===== config.mk =====
export PLATFORM = sky130hd
export DESIGN_NAME = nco_hop_scheduler
export DESIGN_NICKNAME = d
export VERILOG_FILES = /design/src/rtl/nco_sched_pkg.sv /design/src/rtl/nco_hop_table.sv /design/src/rtl/nco_hop_scheduler.sv
export SDC_FILE = /design/constraint.sdc
export NUM_CORES = 2
export LEC_CHECK = 0
export CAP_MARGIN = 10
export CORE_ASPECT_RATIO = 1.75
export CORE_MARGIN = 3
export CORE_UTILIZATION = 61
export DETAILED_ROUTE_END_ITERATION = 16
export GPL_ROUTABILITY_DRIVEN = 0
export PLACE_DENSITY_LB_ADDON = 0.25
export REMOVE_ABC_BUFFERS = 1
export SLEW_MARGIN = 25
export SYNTH_ARGS = -nofsm -noshare
export SYNTH_HDL_FRONTEND = slang
export SYNTH_SLANG_ARGS = --single-unit

===== constraint.sdc =====
create_clock -name clk -period 18.9 [get_ports clk]
set_input_delay 3.78 -clock clk [delete_from_list [all_inputs] [get_ports clk]]
set_output_delay 3.78 -clock clk [all_outputs]
set_load 0.01 [all_outputs]

===== src/rtl/nco_sched_pkg.sv =====
// Shared types and default widths for the NCO hop scheduler.
// NCO_SCHED_GUARD_EN enables the muted GUARD interval between hops.
package nco_sched_pkg;

  localparam int DEF_PHASE_W = 32;
  localparam int DEF_DEPTH   = 16;
  localparam int DEF_AW      = 4;
  localparam int DEF_DWELL_W = 24;

  typedef enum logic [1:0] {
    IDLE  = 2'd0,
    RUN   = 2'd1,
    GUARD = 2'd2
  } state_t;

  // Logical layout of one hop-table entry at the default widths.
  typedef struct packed {
    logic [DEF_PHASE_W-1:0] inc_a;
    logic [DEF_PHASE_W-1:0] inc_b;
    logic [DEF_DWELL_W-1:0] dwell;
  } hop_entry_t;

endpackage


===== src/rtl/nco_hop_table.sv =====
// Hop table: register array with asynchronous read; writes are dropped
// (and flagged on wr_rej one cycle later) while the scheduler is busy.
module nco_hop_table
  import nco_sched_pkg::*;
#(
  parameter int PHASE_W = DEF_PHASE_W,
  parameter int DEPTH   = DEF_DEPTH,
  parameter int AW      = DEF_AW,
  parameter int DWELL_W = DEF_DWELL_W
) (
  input  logic               clk,
  input  logic               rst,
  input  logic               busy,
  input  logic               we,
  input  logic [AW-1:0]      wr_addr,
  input  logic [PHASE_W-1:0] wr_inc_a,
  input  logic [PHASE_W-1:0] wr_inc_b,
  input  logic [DWELL_W-1:0] wr_dwell,
  output logic               wr_rej,
  input  logic [AW-1:0]      rd_addr,
  output logic [PHASE_W-1:0] rd_inc_a,
  output logic [PHASE_W-1:0] rd_inc_b,
  output logic [DWELL_W-1:0] rd_dwell
);

  logic [PHASE_W-1:0] inc_a_mem [DEPTH];
  logic [PHASE_W-1:0] inc_b_mem [DEPTH];
  logic [DWELL_W-1:0] dwell_mem [DEPTH];

  // Contents intentionally survive rst so a table can be reloaded once.
  always_ff @(posedge clk) begin
    if (we && !busy) begin
      inc_a_mem[wr_addr] <= wr_inc_a;
      inc_b_mem[wr_addr] <= wr_inc_b;
      dwell_mem[wr_addr] <= wr_dwell;
    end
  end

  always_ff @(posedge clk) begin
    if (rst) wr_rej <= 1'b0;
    else     wr_rej <= we & busy;
  end

  assign rd_inc_a = inc_a_mem[rd_addr];
  assign rd_inc_b = inc_b_mem[rd_addr];
  assign rd_dwell = dwell_mem[rd_addr];

endmodule


===== src/rtl/nco_hop_scheduler.sv =====
// Steps NCO A/B phase increments through the hop table with per-entry dwell.
// Optional NCO_SCHED_GUARD_EN inserts GUARD_CYC muted cycles before each later hop.
module nco_hop_scheduler
  import nco_sched_pkg::*;
#(
  parameter int PHASE_W   = DEF_PHASE_W,
  parameter int DEPTH     = DEF_DEPTH,
  parameter int AW        = DEF_AW,
  parameter int DWELL_W   = DEF_DWELL_W,
  parameter int GUARD_CYC = 4
) (
  input  logic               clk,
  input  logic               rst,
  input  logic               tbl_we,
  input  logic [AW-1:0]      tbl_addr,
  input  logic [PHASE_W-1:0] tbl_inc_a,
  input  logic [PHASE_W-1:0] tbl_inc_b,
  input  logic [DWELL_W-1:0] tbl_dwell,
  output logic               wr_rej,
  input  logic [AW-1:0]      last_idx,
  input  logic               loop_en,
  input  logic               start,
  input  logic               stop,
  output logic               busy,
  output logic               done,
  output logic               hop_stb,
  output logic [AW-1:0]      cur_idx,
  output logic [PHASE_W-1:0] phi_inc_a,
  output logic [PHASE_W-1:0] phi_inc_b,
  output logic               dac_en
);

  if (GUARD_CYC < 1 || (1 << AW) != DEPTH) begin : g_param_chk
    $error("nco_hop_scheduler: need GUARD_CYC >= 1 and DEPTH == 2**AW");
  end

  state_t             state, state_n;
  logic [DWELL_W-1:0] cnt, cnt_n;
  logic [AW-1:0]      last_q, last_n, idx_n, rd_idx, nxt_idx;
  logic [PHASE_W-1:0] a_n, b_n, rd_a, rd_b;
  logic [DWELL_W-1:0] rd_dwell;
  logic               busy_n, done_n, stb_n, dac_n, do_hop, do_idle;

  nco_hop_table #(
    .PHASE_W(PHASE_W), .DEPTH(DEPTH), .AW(AW), .DWELL_W(DWELL_W)
  ) u_tbl (
    .clk      (clk),
    .rst      (rst),
    .busy     (busy),
    .we       (tbl_we),
    .wr_addr  (tbl_addr),
    .wr_inc_a (tbl_inc_a),
    .wr_inc_b (tbl_inc_b),
    .wr_dwell (tbl_dwell),
    .wr_rej   (wr_rej),
    .rd_addr  (rd_idx),
    .rd_inc_a (rd_a),
    .rd_inc_b (rd_b),
    .rd_dwell (rd_dwell)
  );

  always_comb begin
    nxt_idx = (cur_idx == last_q) ? '0 : cur_idx + AW'(1);
    state_n = state;
    cnt_n   = cnt;
    last_n  = last_q;
    idx_n   = cur_idx;
    a_n     = phi_inc_a;
    b_n     = phi_inc_b;
    busy_n  = busy;
    dac_n   = dac_en;
    stb_n   = 1'b0;
    done_n  = 1'b0;
    rd_idx  = nxt_idx;
    do_hop  = 1'b0;
    do_idle = 1'b0;
    case (state)
      IDLE: begin
        if (start && !stop) begin
          rd_idx = '0;
          last_n = last_idx;
          do_hop = 1'b1;
        end
      end
      RUN: begin
        if (stop) do_idle = 1'b1;
        else if (cnt == '0) begin
          if (cur_idx == last_q && !loop_en) begin
            do_idle = 1'b1;
            done_n  = 1'b1;
          end
`ifdef NCO_SCHED_GUARD_EN
          else begin
            state_n = GUARD;
            cnt_n   = DWELL_W'(GUARD_CYC - 1);
            a_n     = '0;
            b_n     = '0;
            dac_n   = 1'b0;
          end
`else
          else do_hop = 1'b1;
`endif
        end
        else cnt_n = cnt - DWELL_W'(1);
      end
`ifdef NCO_SCHED_GUARD_EN
      GUARD: begin
        if (stop)            do_idle = 1'b1;
        else if (cnt == '0)  do_hop  = 1'b1;
        else                 cnt_n   = cnt - DWELL_W'(1);
      end
`endif
      default: do_idle = 1'b1;
    endcase
    // A hop loads dwell-1 so the hop_stb cycle counts toward the dwell.
    if (do_hop) begin
      state_n = RUN;
      idx_n   = rd_idx;
      a_n     = rd_a;
      b_n     = rd_b;
      cnt_n   = (rd_dwell == '0) ? '0 : rd_dwell - DWELL_W'(1);
      stb_n   = 1'b1;
      busy_n  = 1'b1;
      dac_n   = 1'b1;
    end
    if (do_idle) begin
      state_n = IDLE;
      idx_n   = '0;
      a_n     = '0;
      b_n     = '0;
      busy_n  = 1'b0;
      dac_n   = 1'b0;
    end
  end

  always_ff @(posedge clk) begin
    if (rst) begin
      state     <= IDLE;
      cnt       <= '0;
      last_q    <= '0;
      cur_idx   <= '0;
      phi_inc_a <= '0;
      phi_inc_b <= '0;
      busy      <= 1'b0;
      done      <= 1'b0;
      hop_stb   <= 1'b0;
      dac_en    <= 1'b0;
    end else begin
      state     <= state_n;
      cnt       <= cnt_n;
      last_q    <= last_n;
      cur_idx   <= idx_n;
      phi_inc_a <= a_n;
      phi_inc_b <= b_n;
      busy      <= busy_n;
      done      <= done_n;
      hop_stb   <= stb_n;
      dac_en    <= dac_n;
    end
  end

endmodule


==> run metrics <==
Initial DRT Pass Iterations=7; Routed WL=155500 µm; DP Worst Slack=8705 ps; worst reg-to-reg setup slack=12370 ps; Util after Layout=0.6950; worst setup path startpoint=start; mapped cell area=60230 µm²; fin nets=4759; Max-slew headroom=0.1852; reg2reg start=cur_idx[3]; Via-to-Cell Ratio=6.491; WHS Path Cells=2; CTS Hold Bufs=0; io pins=175; MaxCap Viol Count=0; Pwr Density=105.1 nW/µm²; top-area cell type share of the netlist area=0.7020; Post-synth top cells=1408 x edfxtp_1, 1096 x nand2_1, 522 x nand3_1, 224 x clkbuf_1, 163 x nor2_1; Fill cells=6394; Worst EP required=19560 ps; Max Root-Sink Buffers=3; Hold Crit Class=reg2reg; setup bufs post-CTS=0; share of cells above drive strength 1=0.08398; Worst Hold Slack=476.8 ps; register area=44280 µm²; area of the core=97300 µm²; drt drc=0; Hold Vio Cnt, Final=0; Worst EP arrival=10270 ps; Final setup viols=0; area occupied by multi-input gates=14820 µm²; worst setup margin=9283 ps; synth unique cells=78; first-pass GRT wire length=231400 µm; vias in the first global route=38875; GRT overflow=0; Die X=243.5 µm; port bufs=174; Startpoint Class=input port; Clk Latency, worst-skew pair=760 ps; Worst setup EP type=flip-flop; Synth area leaders=edfxtp_1 70%, nand2_1 6.8%, nand3_1 4.3%, dfxtp_1 3.3%, clkbuf_1 1.4%; Die Area=102700 µm²; Max IR drop VDD=0.1001 mV; Worst-Margin Slew=1222 ps; CTS tree=done; commonest register cell after synthesis=edfxtp_1; initial core utilization=0.6190; initial antenna violation count=18; register area share after synthesis=0.7352; largest net degree at the start of global routing=186; Leakage=22.75 nW; Final HPWL DP=73430 µm; Tot Pwr=0.007107 W; site row count=151; Area Growth Syn to Fin=12.28%; total track usage=0.2991; Hold Crit Start=last_q[1]; CTS root buf=clkbuf_16; critical path type=in2reg; Avg WL per Cell=25.60 µm; Mapped Cells=4584; Setup Skew=32.03 ps; cell area after layout=67620 µm²; placed cell area=63180 µm²; RSZ-0062 raised after global routing=false; Starting DRT DRC Count=4923; Synth Register Bits=1508; H-Tree Level Count=4; worst r2r path cells=13; max frequency=104.0 MHz; Sink Count=1508; max-slew violation count=0; CTS buffer count=133; most frequent cell after synthesis=edfxtp_1; Post-synth EDFFs=1408; Post-CTS Resized=0; min cycle time layout=9617 ps; Clock transition at path regs=70 ps; Synth Warn #=0; Final ANT Viol Nets=0; Mean Syn Cell Area=13.14 µm²; Async SR Flop Fraction=0; die height=421.7 µm; final period utilization=0.5088; worst-path fanout max=82; status=completed; routed vias=39425; post-synth top area cell=edfxtp_1
-- worst paths after layout --
check	endpoint
worst max-delay path	cnt[0]
worst min-delay path	last_q[1]
worst max register to register	cnt[0]
worst min register to register	last_q[1]
-- cell usage in the layout, fill, tap and decap left out, types with 71 or more instances in the layout --
cell | netlist | layout
and3_1 | 132 | 131
dfxtp_1 | 100 | 99
clkbuf_16 | 0 | 136
a31oi_1 | 71 | 71
nand2_1 | 1096 | 1094
edfxtp_1 | 1408 | 1408
clkdlybuf4s50_1 | 0 | 174
nand3_1 | 522 | 522
a21oi_1 | 127 | 127
a211oi_1 | 93 | 92
nor2_1 | 163 | 149
-- stage by stage --
stage	std cells	setup TNS (ps)
6_report	6074	0
5_1_grt	6066	0
4_1_cts	6062	0
3_5_place_dp	5817	0
3_3_place_gp	5815	0
2_1_floorplan	4272	-434910
-- power by group --
part	internal, W	total [W]	switching [W]
Combinational	0.000212	0.000644	0.000431
Clock	0.00155	0.00274	0.00120
Sequential	0.00370	0.00372	0.0000202
-- sequential cells by signal (all words and copies together) (netlist names) --
signal           cells
cnt                 24
cur_idx              4
done                 1
hop_stb              1
last_q               4
phi_inc_a           32
phi_inc_b           32
state                1
u_tbl.dwell_mem    384
u_tbl.inc_a_mem    512
u_tbl.inc_b_mem    512
u_tbl.wr_rej         1
-- critical path, stage by stage --
cell and delay, ps:
clkdlybuf4s50_1 550, nor3b_4 490, a41oi_4 150, nand2_8 510
buf_4 850, buf_4 840, mux4_2 370, a21oi_1 80
a2111oi_2 910, nor4_4 180, nand2_1 120, o31a_1 810
a221oi_1 200, a211oi_1 300
-- final cells by class --
| class | count | area share |
|---|---|---|
| Timing Repair Buffer | 246 | 0.03606 |
| Tap cell | 1300 | 0.02405 |
| Inverter | 9 | 0.0004996 |
| Multi-Input combinational cell | 2755 | 0.2191 |
| Clock inverter | 70 | 0.01116 |
| Sequential cell | 1508 | 0.6549 |
| Clock buffer | 175 | 0.05382 |
| Antenna cell | 11 | 0.0004071 |
-- logic make-up after synthesis --
group                      count (synthesis)  share of synthesized area
AOI/OAI and AO/OA                        544                    0.06182
xor gates and xnor gates                  36                   0.005733
adders and majority gates                  4                  0.0008310
buffers and inverters                    321                    0.02206
DFF                                     1508                     0.7352
muxes                                    132                    0.02462
and+or+nand+nor                         2039                     0.1497
-- metal layers --
layer / part of all wire / global-route usage / up-vias
li1: - / - / 17127
met1: 0.37 / 0.3803 / 19609
met2: 0.49 / 0.4967 / 2227
met3: 0.097 / 0.06293 / 444
met4: 0.043 / 0.1383 / 18
met5: 0.00081 / 0 / -
Note: power is estimated with default switching activity, not from simulation.
